$ cat src/rtl/ps_pkg.sv
// Shared constants for the partial-sum sequencer: PE address map, field widths,
// FSM state encoding and the order in which row-complete flags visit the PEs.
package ps_pkg;

  localparam int unsigned SRC_W      = 4;
  localparam int unsigned CNT_W      = 2;
  localparam int unsigned SLOT_W     = 2;
  localparam int unsigned ROW_W      = 5;
  localparam int unsigned COL_W      = 2;
  localparam int unsigned ENTRY_W    = 7;
  localparam int unsigned MAX_PE     = 5;
  localparam int unsigned FLAG_CNT   = 5;
  localparam int unsigned FLAG_IDX_W = 3;

  localparam logic [SRC_W-1:0] PE1_ADDR = 4'b0001;
  localparam logic [SRC_W-1:0] PE2_ADDR = 4'b0101;
  localparam logic [SRC_W-1:0] PE3_ADDR = 4'b0011;
  localparam logic [SRC_W-1:0] PE4_ADDR = 4'b0111;
  localparam logic [SRC_W-1:0] PE5_ADDR = 4'b1100;

  // Counter index i belongs to PE(i+1).
  localparam logic [SRC_W-1:0] PE_ADDR [MAX_PE] =
    '{PE1_ADDR, PE2_ADDR, PE3_ADDR, PE4_ADDR, PE5_ADDR};

  localparam logic [SRC_W-1:0] FLAG_ORDER [FLAG_CNT] =
    '{PE4_ADDR, PE3_ADDR, PE2_ADDR, PE1_ADDR, PE5_ADDR};

  typedef enum logic [1:0] {
    ST_COLLECT = 2'd0,
    ST_ACCUM   = 2'd1,
    ST_FLAG    = 2'd2,
    ST_DONE    = 2'd3
  } state_e;

  // One-hot counter select for a source address; all-zero means unknown source.
  function automatic logic [MAX_PE-1:0] pe_onehot(input logic [SRC_W-1:0] src);
    logic [MAX_PE-1:0] oh;
    oh = '0;
    for (int i = 0; i < MAX_PE; i++) begin
      if (src == PE_ADDR[i]) oh[i] = 1'b1;
    end
    return oh;
  endfunction

endpackage

$ cat src/rtl/pe_arrival_tracker.sv
// Per-PE arrival counters for one collection round: decodes the packet source,
// applies per-PE backpressure, flags unknown sources and detects a full round.
module pe_arrival_tracker
  import ps_pkg::*;
#(
  parameter int unsigned NUM_PE = 5,
  parameter int unsigned SLOTS  = 3
) (
  input  logic             clk,
  input  logic             rst_n,
  input  logic             collect_i,
  input  logic             clr_i,
  input  logic             pkt_valid_i,
  input  logic [SRC_W-1:0] pkt_src_i,
  output logic             pkt_ready_c,
  output logic             all_full_c,
  output logic             err_src_o
);

  logic [CNT_W-1:0]  cnt_q [NUM_PE];
  logic [CNT_W-1:0]  cnt_d [NUM_PE];
  logic [MAX_PE-1:0] hit_all;
  logic [NUM_PE-1:0] hit;
  logic              known;
  logic              sel_full;
  logic              take;
  logic              err_q;

  assign hit_all = pe_onehot(pkt_src_i);
  assign hit     = hit_all[NUM_PE-1:0];
  assign known   = |hit;

  // Full detection for the addressed PE and for the round as a whole.
  always_comb begin
    sel_full   = 1'b0;
    all_full_c = 1'b1;
    for (int i = 0; i < NUM_PE; i++) begin
      if (hit[i] && (cnt_q[i] >= CNT_W'(SLOTS))) sel_full = 1'b1;
      if (cnt_q[i] < CNT_W'(SLOTS)) all_full_c = 1'b0;
    end
  end

  assign pkt_ready_c = collect_i && !sel_full;
  assign take        = pkt_valid_i && pkt_ready_c;
  assign err_src_o   = err_q;

  always_comb begin
    cnt_d = cnt_q;
    if (clr_i) begin
      for (int i = 0; i < NUM_PE; i++) cnt_d[i] = '0;
    end else if (take) begin
      for (int i = 0; i < NUM_PE; i++) begin
        if (hit[i]) cnt_d[i] = cnt_q[i] + CNT_W'(1);
      end
    end
  end

  always_ff @(posedge clk or negedge rst_n) begin
    if (!rst_n) begin
      for (int i = 0; i < NUM_PE; i++) cnt_q[i] <= '0;
      err_q <= 1'b0;
    end else begin
      cnt_q <= cnt_d;
      err_q <= take && !known;
    end
  end

endmodule

$ cat src/rtl/partial_sum_sequencer.sv
// Sequences PE partial-sum collection rounds into adder accumulate commands,
// per-row completion flags to the PEs and a timestep-done request.
module partial_sum_sequencer
  import ps_pkg::*;
#(
  parameter int unsigned NUM_PE     = 5,
  parameter int unsigned SLOTS      = 3,
  parameter int unsigned ROWS       = 21,
  parameter int unsigned COLS       = 3,
  parameter int unsigned SEND_FLAGS = 1
) (
  input  logic              clk,
  input  logic              rst_n,
  input  logic              pkt_valid,
  output logic              pkt_ready,
  input  logic [SRC_W-1:0]  pkt_src,
  output logic              acc_valid,
  input  logic              acc_ready,
  output logic [SLOT_W-1:0] acc_slot,
  output logic [ROW_W-1:0]  acc_row,
  output logic [COL_W-1:0]  acc_col,
  output logic              acc_first_ts,
  output logic              flag_valid,
  input  logic              flag_ready,
  output logic [SRC_W-1:0]  flag_dst,
  output logic              done_valid,
  input  logic              done_ready,
  output logic              err_src
);

  localparam int unsigned TOTAL = ROWS * COLS;

  state_e                state_q, state_d;
  logic [SLOT_W-1:0]     slot_q, slot_d;
  logic [ROW_W-1:0]      row_q, row_d;
  logic [COL_W-1:0]      col_q, col_d;
  logic [ENTRY_W-1:0]    entry_q, entry_d, entry_inc, tail_entry;
  logic                  first_q, first_d;
  logic [FLAG_IDX_W-1:0] fidx_q, fidx_d;
  logic                  clr_c, collect_c, all_full_c, do_tail;

  // pkt_ready must stay low while reset is asserted even though state is COLLECT.
  assign collect_c = rst_n && (state_q == ST_COLLECT);

  pe_arrival_tracker #(
    .NUM_PE (NUM_PE),
    .SLOTS  (SLOTS)
  ) u_tracker (
    .clk         (clk),
    .rst_n       (rst_n),
    .collect_i   (collect_c),
    .clr_i       (clr_c),
    .pkt_valid_i (pkt_valid),
    .pkt_src_i   (pkt_src),
    .pkt_ready_c (pkt_ready),
    .all_full_c  (all_full_c),
    .err_src_o   (err_src)
  );

  assign entry_inc = (entry_q == ENTRY_W'(TOTAL)) ? entry_q : entry_q + ENTRY_W'(1);

  always_comb begin
    state_d    = state_q;
    slot_d     = slot_q;
    row_d      = row_q;
    col_d      = col_q;
    entry_d    = entry_q;
    first_d    = first_q;
    fidx_d     = fidx_q;
    clr_c      = 1'b0;
    do_tail    = 1'b0;
    tail_entry = entry_q;
    acc_valid  = 1'b0;
    flag_valid = 1'b0;
    done_valid = 1'b0;

    case (state_q)
      ST_COLLECT: begin
        if (all_full_c) begin
          state_d = ST_ACCUM;
          slot_d  = '0;
        end
      end
      ST_ACCUM: begin
        acc_valid = 1'b1;
        if (acc_ready) begin
          entry_d = entry_inc;
          if (col_q == COL_W'(COLS - 1)) begin
            col_d = '0;
            row_d = (row_q == ROW_W'(ROWS - 1)) ? '0 : row_q + ROW_W'(1);
            if (SEND_FLAGS != 0) begin
              state_d = ST_FLAG;
              fidx_d  = '0;
            end else begin
              do_tail    = 1'b1;
              tail_entry = entry_inc;
            end
          end else begin
            col_d      = col_q + COL_W'(1);
            do_tail    = 1'b1;
            tail_entry = entry_inc;
          end
        end
      end
      ST_FLAG: begin
        flag_valid = 1'b1;
        if (flag_ready) begin
          if (fidx_q == FLAG_IDX_W'(FLAG_CNT - 1)) do_tail = 1'b1;
          else fidx_d = fidx_q + FLAG_IDX_W'(1);
        end
      end
      ST_DONE: begin
        done_valid = 1'b1;
        if (done_ready) begin
          entry_d    = '0;
          first_d    = 1'b0;
          do_tail    = 1'b1;
          tail_entry = '0;
        end
      end
      default: state_d = ST_COLLECT;
    endcase

    // Shared exit after an accumulate (or its flags, or a done): timestep end,
    // round end, or next slot of the same round.
    if (do_tail) begin
      if (tail_entry == ENTRY_W'(TOTAL)) begin
        state_d = ST_DONE;
      end else if (slot_q == SLOT_W'(SLOTS - 1)) begin
        state_d = ST_COLLECT;
        slot_d  = '0;
        clr_c   = 1'b1;
      end else begin
        state_d = ST_ACCUM;
        slot_d  = slot_q + SLOT_W'(1);
      end
    end
  end

  always_ff @(posedge clk or negedge rst_n) begin
    if (!rst_n) begin
      state_q <= ST_COLLECT;
      slot_q  <= '0;
      row_q   <= '0;
      col_q   <= '0;
      entry_q <= '0;
      first_q <= 1'b1;
      fidx_q  <= '0;
    end else begin
      state_q <= state_d;
      slot_q  <= slot_d;
      row_q   <= row_d;
      col_q   <= col_d;
      entry_q <= entry_d;
      first_q <= first_d;
      fidx_q  <= fidx_d;
    end
  end

  assign acc_slot     = slot_q;
  assign acc_row      = row_q;
  assign acc_col      = col_q;
  assign acc_first_ts = first_q;
  assign flag_dst     = FLAG_ORDER[fidx_q];

endmodule

$ cat config.mk
export PLATFORM = sky130hd
export DESIGN_NAME = partial_sum_sequencer
export DESIGN_NICKNAME = d
export VERILOG_FILES = /design/src/rtl/ps_pkg.sv /design/src/rtl/pe_arrival_tracker.sv /design/src/rtl/partial_sum_sequencer.sv
export SDC_FILE = /design/constraint.sdc
export NUM_CORES = 1
export LEC_CHECK = 0
export BUFFER_PORTS_ARGS = -buffer_cell sky130_fd_sc_hd__buf_2
export CAP_MARGIN = 5
export CORE_ASPECT_RATIO = 2
export CORE_MARGIN = 2
export CORE_UTILIZATION = 35
export DETAILED_ROUTE_END_ITERATION = 7
export MAX_ROUTING_LAYER = met4
export PLACE_DENSITY = 0.52
export SLEW_MARGIN = 20
export SYNTH_ARGS = -nofsm -noshare
export SYNTH_HDL_FRONTEND = slang
export SYNTH_HIERARCHICAL = 1
export SYNTH_SLANG_ARGS = --single-unit
$ cat constraint.sdc
create_clock -name clk -period 3.5 [get_ports clk]
set_input_delay 0.7 -clock clk [delete_from_list [all_inputs] [get_ports clk]]
set_output_delay 0.7 -clock clk [all_outputs]
set_load 0.05 [all_outputs]
==> flow_summary.json <==
{
  "synthFlopType": "dfrtp_1",
  "reg2reg_to": "u_tracker/cnt_q[7]$_DFFE_PN0P_",
  "start_util": 0.3604,
  "nFillCells": 733,
  "rrSetupSlack_ps": 690,
  "ioPinCount": 29,
  "port-buffer-count": 28,
  "synth.avg_cell_area_um2": 8.614,
  "dieArea_mm2": 0.007534,
  "ys_seq_area_frac": 0.3466,
  "htree_levels": 2,
  "ys_async_sr_fraction": 1.000,
  "area_growth_pct": 14.37,
  "overflow": 0,
  "synth_cell_type_count": 60,
  "tightest_slew_ps": 732.9,
  "relSlewSlack": 0.5114,
  "whs_ps": 490.2,
  "cts-buffers-inserted": 5,
  "die_y_um": 120.8,
  "ant_nets": 0,
  "insertion_delay_ps": 280,
  "cts_resized": 0,
  "hold_path.class": "flip-flop to flip-flop",
  "yosysWarnings": 6,
  "yosysTopAreaCell": "dfrtp_1",
  "drt-total-wl_um": 6362,
  "critPathLaunchType": "flip-flop",
  "dp_hpwl_um": 4899,
  "grt_max_degree": 34,
  "min_path_cells": 1,
  "cts_hold_buf": 0,
  "grt_pass1_wl_um": 10530,
  "whs_endpoint": "acc_first_ts$_DFFE_PN1P_",
  "synth_edf_count": 0,
  "rows": 42,
  "hold_violations": 0,
  "place.gp.congestion": 0.9208,
  "layout_commonest_cell": "nand2_1",
  "rr_startpoint": "entry_q[0]$_DFFE_PN0P_",
  "hp-start": "acc_first_ts$_DFFE_PN1P_",
  "cts_setup_buffers": 0,
  "finalCriticalPeriod_ps": 2814,
  "drc": 0,
  "cts_root_buffer": "clkbuf_16",
  "antenna_found_initial": 0,
  "synth_area_leaders": "dfrtp_1, ha_1, nand2_1, nand2b_1, a21oi_1",
  "grt_pass1_vias": 2190,
  "final_nets": 321,
  "synth_area_mm2": 0.002386,
  "maxSlewViolCount": 0,
  "leakage_nw": 1.192,
  "syn-num-nets": 297,
  "worstSetupPathType": "flip-flop to flip-flop",
  "via_per_inst": 5.608,
  "dr_total_vias": 2187,
  "n_antenna_cell": 0,
  "path_clk_slew_ps": 60,
  "cts_buffer_depth": 2,
  "finalSetupViolCount": 0,
  "cts_tree": "done",
  "grt_usage": 0.1869,
  "final.setup.tns_ps": 0,
  "first_pass_iters": 4,
  "peakVddDrop_v": 0.0003663,
  "fin_skew_ps": 3.337,
  "first_iter_violations": 117,
  "startpoint": "entry_q[0]$_DFFE_PN0P_",
  "worst_slack_ps": 685.9,
  "crit_path_end_kind": "flip-flop",
  "fmax_mhz": 355.4,
  "yosysTopAreaCellShare": 0.3356,
  "rsz0062_at_grt": "no",
  "final_cell_mix": "nand2_1, dfrtp_1, buf_2, nor2_1",
  "ys_seq_elements": 33,
  "core_area_mm2": 0.006621,
  "rr_worst_depth": 11,
  "cts.sinks": 33,
  "pre_cts_ws_ps": 716.4,
  "critPathRequiredTime_ps": 3710,
  "timing.final.crit_share": 0.8040,
  "wl_per_cell_um": 16.31,
  "max_cap_violations": 0,
  "synthCells": 277,
  "die_x_um": 62.39,
  "status": "complete, no violations",
  "worstPathMaxFanout": 18,
  "power_density_mw_per_mm2": 813.1,
  "drive_gt1_frac": 0.1788,
  "arrival_ps": 3020
}
-- logic make-up (layout without fill, tap and decap cells) --
kind of cell / Yosys count / count (layout) / share of synthesized area
fa+ha+maj: 10 / 10 / 0.05244
flops: 33 / 33 / 0.3466
simple gates: 126 / 126 / 0.3026
mux: 10 / 10 / 0.04352
buf+inv: 25 / 50 / 0.04929
compound gates: 73 / 73 / 0.2056
-- worst max-delay path, stage by stage (launching register included) --
cell and delay (ps):
dfrtp_1 500, ha_1 330, and3_1 320, a31oi_1 110, or4_4 480, a211oi_2 190
nand4_2 150, nand3_2 130, nor2_1 50, buf_4 180, nand2b_1 150, mux2i_1 130
-- sequential cells by signal, indices dropped and copies added, names as in the netlist --
name,count
u_tracker/cnt_q,10
entry_q,7
acc_row,5
fidx_q,3
acc_col,2
acc_slot,2
state_q,2
acc_first_ts,1
u_tracker/err_src_o,1
-- metrics by stage --
step,std cells,utilization,total power [mW],cell area (um2)
after floorplan,277,-,1.522,2386
after global placement,382,0.3906,1.792,2586
after detailed placement,382,0.3906,1.801,2586
after CTS,390,0.4121,2.241,2729
after global routing,390,0.4121,2.381,2729
final,390,0.4121,2.219,2729
-- cell type report --
class                   count  area (um2)  share of cell area
multi-input cells         219        1441              0.5282
flip-flops and latches     33       827.0              0.3031
repair buffers             32       170.2             0.06236
clock buffers               5       125.1             0.04585
well taps                  88       110.1             0.04035
inverters                  10       37.54             0.01376
clock inverters             3       17.52            0.006419
-- per-layer routing --
metal	global-route usage	vias to the layer above	part of all wire
met3	0.02233	20	0.025
met1	0.1731	1056	0.36
met5	-	-	0
met2	0.3512	44	0.56
li1	-	1067	-
met4	0.1292	0	0.050
-- worst max-delay path by stage --
stage                                     endpoint  slack [ps]  cells past startpoint
finish              u_tracker/cnt_q[7]$_DFFE_PN0P_         690                     11
global route        u_tracker/cnt_q[7]$_DFFE_PN0P_         490                     11
CTS                 u_tracker/cnt_q[7]$_DFFE_PN0P_         690                     11
detailed placement  u_tracker/cnt_q[5]$_DFFE_PN0P_         720                     11
global placement    u_tracker/cnt_q[5]$_DFFE_PN0P_         790                     11
floorplan                                pkt_ready         470                      4
-- Yosys cell counts (all sizes together), types with 4 or more instances --
cell type	instances
a32o	4
nand3b	7
mux2i	7
clkbuf	6
buf	9
a21oi	16
nand2b	15
a21o	5
nor2	17
nand2	33
o31ai	6
nand3	8
o21ai	19
a31oi	6
nand4	5
nor2b	4
nor3b	4
nor3	9
ha	10
dfrtp	32
inv	10
and2	6
-- power breakdown --
part / switching, mW / internal, mW
clock: 0.167 / 0.260
combinational: 0.747 / 0.367
sequential: 0.174 / 0.503
total: 1.09 / 1.13
Note: power is estimated with default switching activity, not from simulation.
